**src/rtl/hazard_ctrl_unit.sv**
```systemverilog
// Pipeline hazard controller: scalar/vector forwarding, load-use stall, branch flush,
// BusyDA freeze FSM with deferred branch redirect and watchdog. Optional perf counters: HAZARD_PERF_CNT_EN.
module hazard_ctrl_unit #(
  parameter int RA_W       = 3,
  parameter int WDOG_LIMIT = 200,
  parameter int WDOG_W     = 8,
  parameter int CNT_W      = 16
) (
  input  logic            clk,
  input  logic            rst,
  input  logic [RA_W-1:0] RA1D,
  input  logic [RA_W-1:0] RA2D,
  input  logic [RA_W-1:0] RA1E,
  input  logic [RA_W-1:0] RA2E,
  input  logic [RA_W-1:0] WA3E,
  input  logic [RA_W-1:0] WA3M,
  input  logic [RA_W-1:0] WA3W,
  input  logic            RegWriteE,
  input  logic            RegWriteVE,
  input  logic            MemtoRegE,
  input  logic            RegWriteM,
  input  logic            RegWriteVM,
  input  logic            RegWriteW,
  input  logic            RegWriteVW,
  input  logic            BranchTakenE,
  input  logic            BusyDA,
  output logic            StallF,
  output logic            StallD,
  output logic            StallE,
  output logic            StallM,
  output logic            StallW,
  output logic            FlushD,
  output logic            FlushE,
  output logic [1:0]      ForwardAE,
  output logic [1:0]      ForwardBE,
  output logic [1:0]      ForwardAVE,
  output logic [1:0]      ForwardBVE,
  output logic            WdogErr,
  output logic [1:0]      HzState
`ifdef HAZARD_PERF_CNT_EN
  ,
  output logic [CNT_W-1:0] StallCnt,
  output logic [CNT_W-1:0] FlushCnt
`endif
);

  typedef enum logic [1:0] {
    ST_RUN   = 2'b00,
    ST_WAIT  = 2'b01,
    ST_REDIR = 2'b10
  } hz_state_e;

  hz_state_e         state_q, state_d;
  logic              pend_q, pend_d;
  logic [WDOG_W-1:0] wdog_cnt_q, wdog_cnt_d;
  logic              wdog_err_q, wdog_err_d;
  logic              lu;

  // Operand forwarding: index 0 is source A, index 1 is source B.
  logic [RA_W-1:0] src_e [2];
  logic [1:0]      fwd_s [2];
  logic [1:0]      fwd_v [2];

  assign src_e[0] = RA1E;
  assign src_e[1] = RA2E;

  for (genvar gi = 0; gi < 2; gi++) begin : g_fwd
    // Scalar r0 is hardwired zero and never forwarded; vector r0 is a real register.
    assign fwd_s[gi] = (RegWriteM && (WA3M == src_e[gi]) && (WA3M != '0)) ? 2'b10 :
                       (RegWriteW && (WA3W == src_e[gi]) && (WA3W != '0)) ? 2'b01 : 2'b00;
    assign fwd_v[gi] = (RegWriteVM && (WA3M == src_e[gi])) ? 2'b10 :
                       (RegWriteVW && (WA3W == src_e[gi])) ? 2'b01 : 2'b00;
  end

  assign ForwardAE  = fwd_s[0];
  assign ForwardBE  = fwd_s[1];
  assign ForwardAVE = fwd_v[0];
  assign ForwardBVE = fwd_v[1];

  assign lu = MemtoRegE && ((RA1D == WA3E) || (RA2D == WA3E)) &&
              (RegWriteVE || (RegWriteE && (WA3E != '0)));

  always_comb begin
    StallF = 1'b0;
    StallD = 1'b0;
    StallE = 1'b0;
    StallM = 1'b0;
    StallW = 1'b0;
    FlushD = 1'b0;
    FlushE = 1'b0;
    if (BusyDA) begin
      StallF = 1'b1;
      StallD = 1'b1;
      StallE = 1'b1;
      StallM = 1'b1;
      StallW = 1'b1;
    end else if ((state_q == ST_REDIR) || BranchTakenE) begin
      FlushD = 1'b1;
      FlushE = 1'b1;
    end else if (lu) begin
      StallF = 1'b1;
      StallD = 1'b1;
      FlushE = 1'b1;
    end
  end

  always_comb begin
    state_d = state_q;
    unique case (state_q)
      ST_RUN:   if (BusyDA) state_d = ST_WAIT;
      ST_WAIT:  if (!BusyDA) state_d = pend_q ? ST_REDIR : ST_RUN;
      ST_REDIR: state_d = ST_RUN;
      default:  state_d = ST_RUN;
    endcase

    pend_d = (state_d == ST_RUN) ? 1'b0 : (pend_q | (BranchTakenE & BusyDA));

    wdog_cnt_d = '0;
    wdog_err_d = wdog_err_q;
    if ((state_q == ST_WAIT) && BusyDA) begin
      wdog_cnt_d = (wdog_cnt_q == '1) ? wdog_cnt_q : wdog_cnt_q + 1'b1;
      if (wdog_cnt_d == WDOG_W'(WDOG_LIMIT)) wdog_err_d = 1'b1;
    end
  end

  always_ff @(posedge clk) begin
    if (rst) begin
      state_q    <= ST_RUN;
      pend_q     <= 1'b0;
      wdog_cnt_q <= '0;
      wdog_err_q <= 1'b0;
    end else begin
      state_q    <= state_d;
      pend_q     <= pend_d;
      wdog_cnt_q <= wdog_cnt_d;
      wdog_err_q <= wdog_err_d;
    end
  end

  assign WdogErr = wdog_err_q;
  assign HzState = state_q;

`ifdef HAZARD_PERF_CNT_EN
  logic [CNT_W-1:0] stall_cnt_q, stall_cnt_d;
  logic [CNT_W-1:0] flush_cnt_q, flush_cnt_d;

  always_comb begin
    stall_cnt_d = (StallF && (stall_cnt_q != '1)) ? stall_cnt_q + 1'b1 : stall_cnt_q;
    flush_cnt_d = (FlushE && (flush_cnt_q != '1)) ? flush_cnt_q + 1'b1 : flush_cnt_q;
  end

  always_ff @(posedge clk) begin
    if (rst) begin
      stall_cnt_q <= '0;
      flush_cnt_q <= '0;
    end else begin
      stall_cnt_q <= stall_cnt_d;
      flush_cnt_q <= flush_cnt_d;
    end
  end

  assign StallCnt = stall_cnt_q;
  assign FlushCnt = flush_cnt_q;
`endif

endmodule
```
**config.mk**
```make
export PLATFORM = sky130hd
export DESIGN_NAME = hazard_ctrl_unit
export DESIGN_NICKNAME = d
export VERILOG_FILES = /design/src/rtl/hazard_ctrl_unit.sv
export SDC_FILE = /design/constraint.sdc
export NUM_CORES = 1
export LEC_CHECK = 0
export ABC_CLOCK_PERIOD_IN_PS = 4100
export BUFFER_PORTS_ARGS = -buffer_cell sky130_fd_sc_hd__buf_4
export CAP_MARGIN = 25
export CORE_MARGIN = 8
export CORE_UTILIZATION = 46
export CTS_CLUSTER_SIZE = 24
export DETAILED_ROUTE_END_ITERATION = 6
export PLACE_DENSITY_LB_ADDON = 0.1
export SKIP_CTS_REPAIR_TIMING = 1
export SLEW_MARGIN = 20
export SYNTH_ARGS = -nofsm -noshare
export SYNTH_HDL_FRONTEND = slang
export SYNTH_SLANG_ARGS = --single-unit
```
**constraint.sdc**
```tcl
create_clock -name clk -period 4.1 [get_ports clk]
set_input_delay 0.82 -clock clk [delete_from_list [all_inputs] [get_ports clk]]
set_output_delay 0.82 -clock clk [all_outputs]
set_load 0.02 [all_outputs]
```
==> metrics <==
I/O Buffers 49; final hold vios 0; CP peak stage delay 0.28 ns; GPL Wtd Cong 0.8308; share of post-route cells with drive strength above 1 38.00%; Hold Crit Start pend_q; syn avg cell area 8.476 um2; worst-margin pin slew 0.3137 ns; worst vdd ir 0.1492 mV; slowest CP cell nor3_1; sequential area share after synthesis 27.79%; clk slew on worst S/H paths 0.07 ns; status complete, no violations; Synth top cells by count 12 x dfxtp_1, 11 x nor2_1, 11 x xnor2_1, 9 x xor2_1; Area Overhead vs Synth 45.59%; minimum clock period 2.670 ns; Peak Freq 0.3745 GHz; min-delay worst type reg2reg; die area 3523 um2; vias in the first global route 902; Max-slew headroom 78.91%; sw frac 27.10%; syn nets 135; Crit. End Element output pin; Arr. time, crit path 1.85 ns; routed len/inst 14.26 um; IO Pins 50; Die X 59.36 um; Final Power 0.2977 mW; first-pass GRT wire length 3.884 mm; ys flop type dfxtp_1; crit share post-route 65.13%; Reg-to-Reg Start wdog_cnt_q[0]; H-tree depth 1; Vias 906; number of synthesized register bits 12; Root Buffer clkbuf_4; Final Skew 0.003376 ns; Post-synth EDFFs 0; Iter 0 DRT Violations 15; Synth area leader dfxtp_1; Nets 184; RSZ-0062 raised after global routing false; placed wire-length estimate 2.119 mm; die height 59.36 um; Leakage 0.5830 nW; Synth top area share 27.79%; Initial Utilization 49.53%; ANT nets after route 0; Synth Cell Area 864.6 um2; most frequent cell after synthesis dfxtp_1; Sink Count 12; grt ovf 0; Row Count 15; clk_lat worst skew 0.27 ns; CTS max path bufs 2; CP Cell Sequence buf_4 -> xor2_1 -> nor3_1 -> o311a_1 -> nor3_1 -> buf_4; Placed Cells 171; startpoint types input port; fin cells 175; # DRC 0; CTS tree yes; core area 1745 um2; 1st-pass router iterations 4; max-slew violations 0; pwr/cell area 236.5 nW/um2; switching power 0.08068 mW; largest net degree at the start of global routing 9; Yosys cell types 33; Vias/cell 5.177; top post-synthesis cells by area dfxtp_1 28%, xnor2_1 11%, xor2_1 9.1%; antenna cells 0; Setup violations, final 0; synthesized instance count 102; Yosys Warn Count 0; Reg power frac 39.9%; CP required 3.28 ns; Routed Wire Length 2.496 mm; initial antenna violation count 0; Max-cap violations 0; Total GRT Usage 13.80%; Fin Hold WS 0.4632 ns; setup TNS 0 ns; Async S/R FF share, synth 0%; Internal 0.2170 mW; Worst Setup SP WA3M[1]; critical path class in2out; Clk pwr share 31.7%; Comb pwr share 28.5%; Crit Path Max Fanout 4; total clock buffers created by CTS 3
## through the flow
step / utilization, % / setup WS (ns) / instance area [um2]
floorplan: - / 1.462 / 864.6
global placement: 70.04 / 1.468 / 1222
detailed placement: 70.04 / 1.440 / 1222
CTS: 72.11 / 1.435 / 1259
global route: 72.11 / 1.329 / 1259
finish: 72.11 / 1.430 / 1259
## cells in the final DEF, fill, tap and decap left out
cell type | Yosys | routed
a21o_2 | 1 | 1
nor3b_1 | 2 | 2
o21ai_0 | 1 | 1
and2_1 | 6 | 6
nor3_1 | 5 | 5
inv_1 | 4 | 4
a311o_1 | 1 | 1
clkbuf_8 | 0 | 1
a22o_1 | 1 | 1
a21oi_2 | 1 | 1
nor2b_1 | 1 | 1
xor2_1 | 9 | 9
a21o_1 | 2 | 2
a31oi_1 | 2 | 2
o31ai_1 | 1 | 1
a211oi_1 | 1 | 1
ha_1 | 1 | 1
and4_1 | 1 | 1
o211ai_1 | 2 | 2
clkbuf_4 | 0 | 3
a21oi_1 | 5 | 5
xnor2_1 | 11 | 11
buf_4 | 4 | 49
and4_4 | 1 | 1
nand3_1 | 6 | 6
o311a_1 | 2 | 2
nand4_1 | 2 | 2
o32ai_2 | 1 | 1
o21bai_1 | 1 | 1
o31a_1 | 1 | 1
and3_1 | 1 | 1
nor2_1 | 11 | 11
mux2i_1 | 1 | 1
dfxtp_1 | 12 | 12
## path summary, 6_finish.rpt
path / end / slack, ns / cells after the start
setup reg to reg: WdogErr / 2.46 / 5
setup / recovery: ForwardAE[0] / 1.43 / 6
hold / removal: pend_q / 0.46 / 2
hold reg to reg: pend_q / 0.46 / 2
## sequential cells by signal, summed over array words and instances, names as in the netlist
| signal | count |
|---|---|
| wdog_cnt_q | 8 |
| HzState | 2 |
| pend_q | 1 |
| WdogErr | 1 |
## power by group through the flow
stage	sequential [mW]	combinational [mW]	clock, mW
floorplan	0.122	0.0395	0
global placement	0.121	0.0830	0
detailed placement	0.121	0.0853	0
CTS	0.119	0.0855	0.0968
global route	0.119	0.0920	0.0991
finish	0.119	0.0848	0.0942
## critical path, delay by kind of cell
family	cells	cell delay, ns
buf+inv	2	0.30
simple gates	2	0.33
xor+xnor	1	0.15
compound gates	1	0.24
## cell type report
class / instances / area (um2)
clock buffer: 4 / 36.28
fill: 149 / 486.7
inverter: 4 / 15.01
multi-input combinational: 81 / 568.0
sequential: 12 / 240.2
tap: 25 / 31.28
timing repair buffer: 49 / 367.9
## metal layers
layer	routed length, um	vias to the layer above	track usage, %
met5	0	-	0
met4	30	0	5.802
met3	240	6	4.121
met2	1256	30	24.50
met1	968	408	14.58
li1	-	462	-
## cells by family (layout without fill, tap and decap cells)
logic type               after synthesis  count (layout)  synth area share (%)
AND/OR/NAND/NOR                       36              36                 22.43
AO/OA/AOI/OAI                         23              23                 20.41
XOR/XNOR                              20              20                 20.26
flip-flops                            12              12                 27.79
buffers and inverters                  9              57                 6.512
adder cells (fa/ha/maj)                1               1                 1.447
multiplexers                           1               1                 1.158
Power figures use the tool's default switching activity.
